==> config.mk <==
export PLATFORM = sky130hd
export DESIGN_NAME = pc_fetch_unit
export DESIGN_NICKNAME = d
export VERILOG_FILES = /design/src/rtl/pc_fetch_unit.sv
export SDC_FILE = /design/constraint.sdc
export NUM_CORES = 1
export LEC_CHECK = 0
export BUFFER_PORTS_ARGS = -buffer_cell sky130_fd_sc_hd__buf_4
export CORE_ASPECT_RATIO = 1.4
export CORE_MARGIN = 4
export CORE_UTILIZATION = 49
export CTS_CLUSTER_DIAMETER = 80
export DETAILED_ROUTE_END_ITERATION = 10
export PLACE_DENSITY = 0.77
export REMOVE_ABC_BUFFERS = 1
export SYNTH_ARGS = -nofsm -noshare
export SYNTH_HDL_FRONTEND = slang
export SYNTH_SLANG_ARGS = --single-unit
==> constraint.sdc <==
create_clock -name clk -period 2.9 [get_ports clk]
set_input_delay 0.435 -clock clk [delete_from_list [all_inputs] [get_ports clk]]
set_output_delay 0.435 -clock clk [all_outputs]
set_load 0.01 [all_outputs]
==> src/rtl/pc_fetch_unit.sv <==
// Program counter and instruction fetch stage: computes the next PC from branch/jump
// controls, fetches over a req/gnt/rvalid handshake and holds each instruction until acked.
//
// state    | meaning
// ---------+-------------------------------------------------------------
// IDLE     | just out of reset, request goes out next cycle
// FETCH    | imem_req high at pc, waiting for imem_gnt
// WAIT_RSP | request accepted, waiting for imem_rvalid
// ISSUE    | instr/pc presented to the core until acked without stall
// HALT     | misaligned target seen, frozen until reset
module pc_fetch_unit #(
  parameter int              XLEN     = 32,
  parameter logic [XLEN-1:0] RESET_PC = '0
) (
  input  logic            clk,
  input  logic            rst,
  input  logic            br_en,
  input  logic            br_taken,
  input  logic            jal,
  input  logic            jalr,
  input  logic [XLEN-1:0] imm,
  input  logic [XLEN-1:0] rs1,
  input  logic            stall,
  input  logic            instr_ack,
  output logic            imem_req,
  output logic [XLEN-1:0] imem_addr,
  input  logic            imem_gnt,
  input  logic            imem_rvalid,
  input  logic [XLEN-1:0] imem_rdata,
  output logic            instr_valid,
  output logic [XLEN-1:0] instr,
  output logic [XLEN-1:0] pc,
  output logic [XLEN-1:0] pc_plus4,
  output logic            trap_misaligned
);

  typedef enum logic [2:0] {
    S_IDLE,
    S_FETCH,
    S_WAIT_RSP,
    S_ISSUE,
    S_HALT
  } state_e;

  state_e          state_q;
  logic [XLEN-1:0] pc_q;
  logic [XLEN-1:0] instr_q;
  logic            imem_req_q;
  logic            instr_valid_q;
  logic            trap_q;

  logic [XLEN-1:0] next_target;
  logic            target_aligned;
  logic            advance;

  // JALR beats JAL beats a taken branch; everything wraps modulo 2^XLEN.
  always_comb begin
    next_target = pc_q + XLEN'(4);
    if (jalr) begin
      next_target = (rs1 + imm) & ~XLEN'(1);
    end else if (jal || (br_en && br_taken)) begin
      next_target = pc_q + imm;
    end
  end

  assign target_aligned = (next_target[1:0] == 2'b00);
  assign advance        = (state_q == S_ISSUE) && instr_ack && !stall;

  always_ff @(posedge clk or posedge rst) begin
    if (rst) begin
      state_q       <= S_IDLE;
      pc_q          <= RESET_PC;
      instr_q       <= '0;
      imem_req_q    <= 1'b0;
      instr_valid_q <= 1'b0;
      trap_q        <= 1'b0;
    end else begin
      case (state_q)
        S_IDLE: begin
          state_q    <= S_FETCH;
          imem_req_q <= 1'b1;
        end
        S_FETCH: begin
          if (imem_gnt) begin
            state_q    <= S_WAIT_RSP;
            imem_req_q <= 1'b0;
          end
        end
        S_WAIT_RSP: begin
          if (imem_rvalid) begin
            state_q       <= S_ISSUE;
            instr_q       <= imem_rdata;
            instr_valid_q <= 1'b1;
          end
        end
        S_ISSUE: begin
          if (advance) begin
            instr_valid_q <= 1'b0;
            if (target_aligned) begin
              pc_q       <= next_target;
              state_q    <= S_FETCH;
              imem_req_q <= 1'b1;
            end else begin
              trap_q  <= 1'b1;
              state_q <= S_HALT;
            end
          end
        end
        S_HALT: begin
          imem_req_q    <= 1'b0;
          instr_valid_q <= 1'b0;
        end
        default: begin
          state_q       <= S_IDLE;
          imem_req_q    <= 1'b0;
          instr_valid_q <= 1'b0;
        end
      endcase
    end
  end

  assign imem_req        = imem_req_q;
  assign imem_addr       = pc_q;
  assign instr_valid     = instr_valid_q;
  assign instr           = instr_q;
  assign pc              = pc_q;
  assign pc_plus4        = pc_q + XLEN'(4);
  assign trap_misaligned = trap_q;

endmodule

==> impl_metrics.tcl <==
set metrics [dict create \
    power_mw 9.39 \
    r2r_setup_slack_ns 0.10 \
    crit_fanout 6 \
    synth_enable_flop_cells 0 \
    grt_antenna_before_repair 0 \
    power_density_mw_per_mm2 925 \
    dr.pass1.iters 5 \
    p_leak_nw 4.82 \
    fmaxAchievable_mhz 356 \
    layout.nets 1336 \
    gp_congestion 0.973 \
    grt_pass1_vias 8048 \
    slew_violations 0 \
    synth.top_cell.area_share_pct 23.6 \
    initial_core_util_pct 49.6 \
    drive_gt1_share_pct 36.9 \
    clock-sinks 70 \
    post_dp_cell_area_sq_mm 0.00971 \
    ys_warn_count 0 \
    wl_um 25800 \
    min_period_ns 2.81 \
    synth_flop_cell "dfrtp_1" \
    final_core_util_pct 67.7 \
    slowest_delay_ns 0.38 \
    cts_hold_buffers 0 \
    grt_max_degree 47 \
    final_hold_viol_count 0 \
    grt_overflow 0 \
    root_buffer "clkbuf_16" \
    hp-class "primary input to asynchronous set/reset pin" \
    die_h_um 154 \
    grt_pass1_wl_um 40400 \
    synthTopCellsByCount "a21oi_1, nand2_1, dfrtp_1" \
    core_sq_mm 0.0150 \
    worst_path_max_delay_cell "dfrtp_1" \
    die_w_um 112 \
    regToRegStartpoint "imem_addr[14]" \
    place.port_buffers 236 \
    outcome "completed" \
    worstSetupPathType "flop to primary output" \
    rsz0062_at_grt "yes" \
    wl_per_cell_um 18.9 \
    drt_iter0_drc 644 \
    synth_top_cell_by_area "dfrtp_1" \
    clk_pin_slew_ns 0.07 \
    ir_drop_mv 0.566 \
    worst-path-buf-inv 4 \
    cpLargestDelayFamily "simple AND/OR/NAND/NOR gates" \
    rr_worst_depth 11 \
    setup_viol 0 \
    fp-row-count 53 \
    yosysMostFrequentCell "a21oi_1" \
    antenna_cells 0 \
    cap_violations 0 \
    clock_latency_ns 0.34 \
    drc 0 \
    ys_ff_latch 70 \
    synth_area_sq_mm 0.00743 \
    cp_data_arrival_time_ns 2.38 \
    crit_chain "buf_4 -> nand4_1 -> nor4_2 -> buf_4 -> nand2_1 -> inv_1 -> and3_1 -> xor2_2 -> buf_4" \
    die-area_sq_mm 0.0172 \
    syn_area_per_cell_sq_um 8.31 \
    via_per_inst 5.99 \
    cts_tree "done" \
    cts_max_level 3 \
    crit_path_start_kind "flop" \
    endpoint_kind "primary output" \
    track_usage_pct 28.6 \
    syn_inst 895 \
    startpoint "imem_addr[12]" \
    setup_tns_ns 0 \
    tightest_slew_ns 0.685 \
    worst_ep_required_time_ns 2.47 \
    synth-async-reset-ratio_pct 100 \
    num_vias 8160 \
    clock-skew-final_ns 0.0124 \
    areaGrowthSynthToFinish_pct 36.4 \
    pin_count 237 \
    relSlewSlack_pct 54.3 \
    cts_buffers 9 \
    r2r-end "imem_addr[28]" \
    timing.final.crit_share_pct 97.0 \
    dpl.hpwl_um 20400 \
    path_common_cell "buf_4" \
    synth_cell_types 84 \
    cts_max_path_buffers 2 \
    final_antenna_net_count 0 \
    stdcell_area_sq_mm 0.0101 \
    n_fill_cell 1269 \
    dp_cells 1341 \
    synth-seq-area-share_pct 23.6 \
    ys_top_cells_by_area "dfrtp_1, ha_1, a21oi_1" \
    final_cells 1363 \
]
==> layer usage <==
layer / wire (um) / GRT usage, % / vias to the layer above
met5: 0 / 0 / -
met4: 1230 / 14.1 / 0
met3: 1710 / 4.49 / 91
met2: 13400 / 50.9 / 417
met1: 9460 / 33.2 / 3828
li1: - / - / 3824
==> state kept, by name, summed over array words and instances, names as in the netlist <==
name	count
imem_addr	32
instr	32
state_q	3
imem_req	1
instr_valid	1
trap_misaligned	1
==> final cells by class <==
type                            instances  area (sq um)  share of cell area, %
Multi-Input combinational cell        728          5240                   51.6
Timing Repair Buffer                  335          2540                   25.0
Sequential cell                        70          1760                   17.3
Tap cell                              192           240                   2.37
Clock buffer                            9           225                   2.22
Inverter                               22          82.6                  0.814
Clock inverter                          7          61.3                  0.604
==> cells by family after synthesis <==
logic type               synth area share [%]
AO/OA/AOI/OAI                            25.3
AND/OR/NAND/NOR                          18.0
buffers and inverters                    7.39
XOR/XNOR                                 8.95
flip-flops                               23.6
adder cells (fa/ha/maj)                  11.0
multiplexers                             5.82
==> worst max-delay path by stage <==
stage	endpoint	slack, ns	cells past startpoint
3_5_place_dp	imem_addr[26]	-0.12	13
5_1_grt	imem_addr[26]	-0.05	11
3_3_place_gp	imem_addr[22]	-0.05	13
2_1_floorplan	imem_addr[30]	-0.12	11
4_1_cts	pc_plus4[26]	-0.05	7
6_report	pc_plus4[21]	0.09	9
==> power breakdown <==
part	leakage (nW)	total, mW	switching (mW)	internal, mW
sequential	0.840	1.87	0.431	1.44
combinational	3.84	6.41	3.25	3.16
clock	0.135	1.10	0.502	0.597
total	4.82	9.39	4.19	5.20
==> what timing repair did <==
action	in CTS	in global routing
gates resized for setup	4	20
pin swaps	0	7
endpoints found under the setup margin	9	20
setup buffers	0	6
==> worst reg2reg max path, cell delays in order, from the launching register on <==
cell and delay (ns):
dfrtp_1 0.38, ha_1 0.32, buf_4 0.16, nand2_1 0.14, o21ai_0 0.18, nand2_1 0.13
o2111ai_1 0.18, a311oi_1 0.45, o41ai_2 0.18, xor2_1 0.18, a221oi_1 0.30, o21ai_1 0.10
==> cells in the final DEF, fill, tap and decap left out, types with 4 or more instances in the layout <==
cell type,synthesis,layout
o21bai_1,8,8
mux2_2,34,34
nor2_1,58,55
clkbuf_16,0,9
a21o_1,21,21
and4_1,6,6
a311oi_1,4,4
o21ai_0,48,47
o21ai_1,7,7
buf_4,36,333
dfrtp_1,70,67
a211oi_1,20,19
mux2i_1,5,5
and2_1,9,9
o22ai_1,6,6
a21oi_1,82,82
xor2_1,30,28
nand2b_1,5,5
nand2_1,74,73
o2111ai_1,4,4
o211ai_1,10,10
or2_2,4,4
a31oi_1,12,12
and3_1,18,18
xnor2_1,46,46
ha_1,62,59
nand3_1,34,33
o21a_1,8,8
nor2b_1,7,7
nor3_1,10,9
inv_1,22,21
nand4_1,15,15
==> stage by stage <==
stage / hold WS (ns) / setup slack (ns)
after global placement: 0.463 / -0.0536
final: 0.197 / 0.0873
after CTS: 0.207 / -0.0487
after global routing: 0.235 / -0.0463
after detailed placement: 0.472 / -0.117
after floorplan: 0.465 / -0.122
Power figures use the tool's default switching activity.
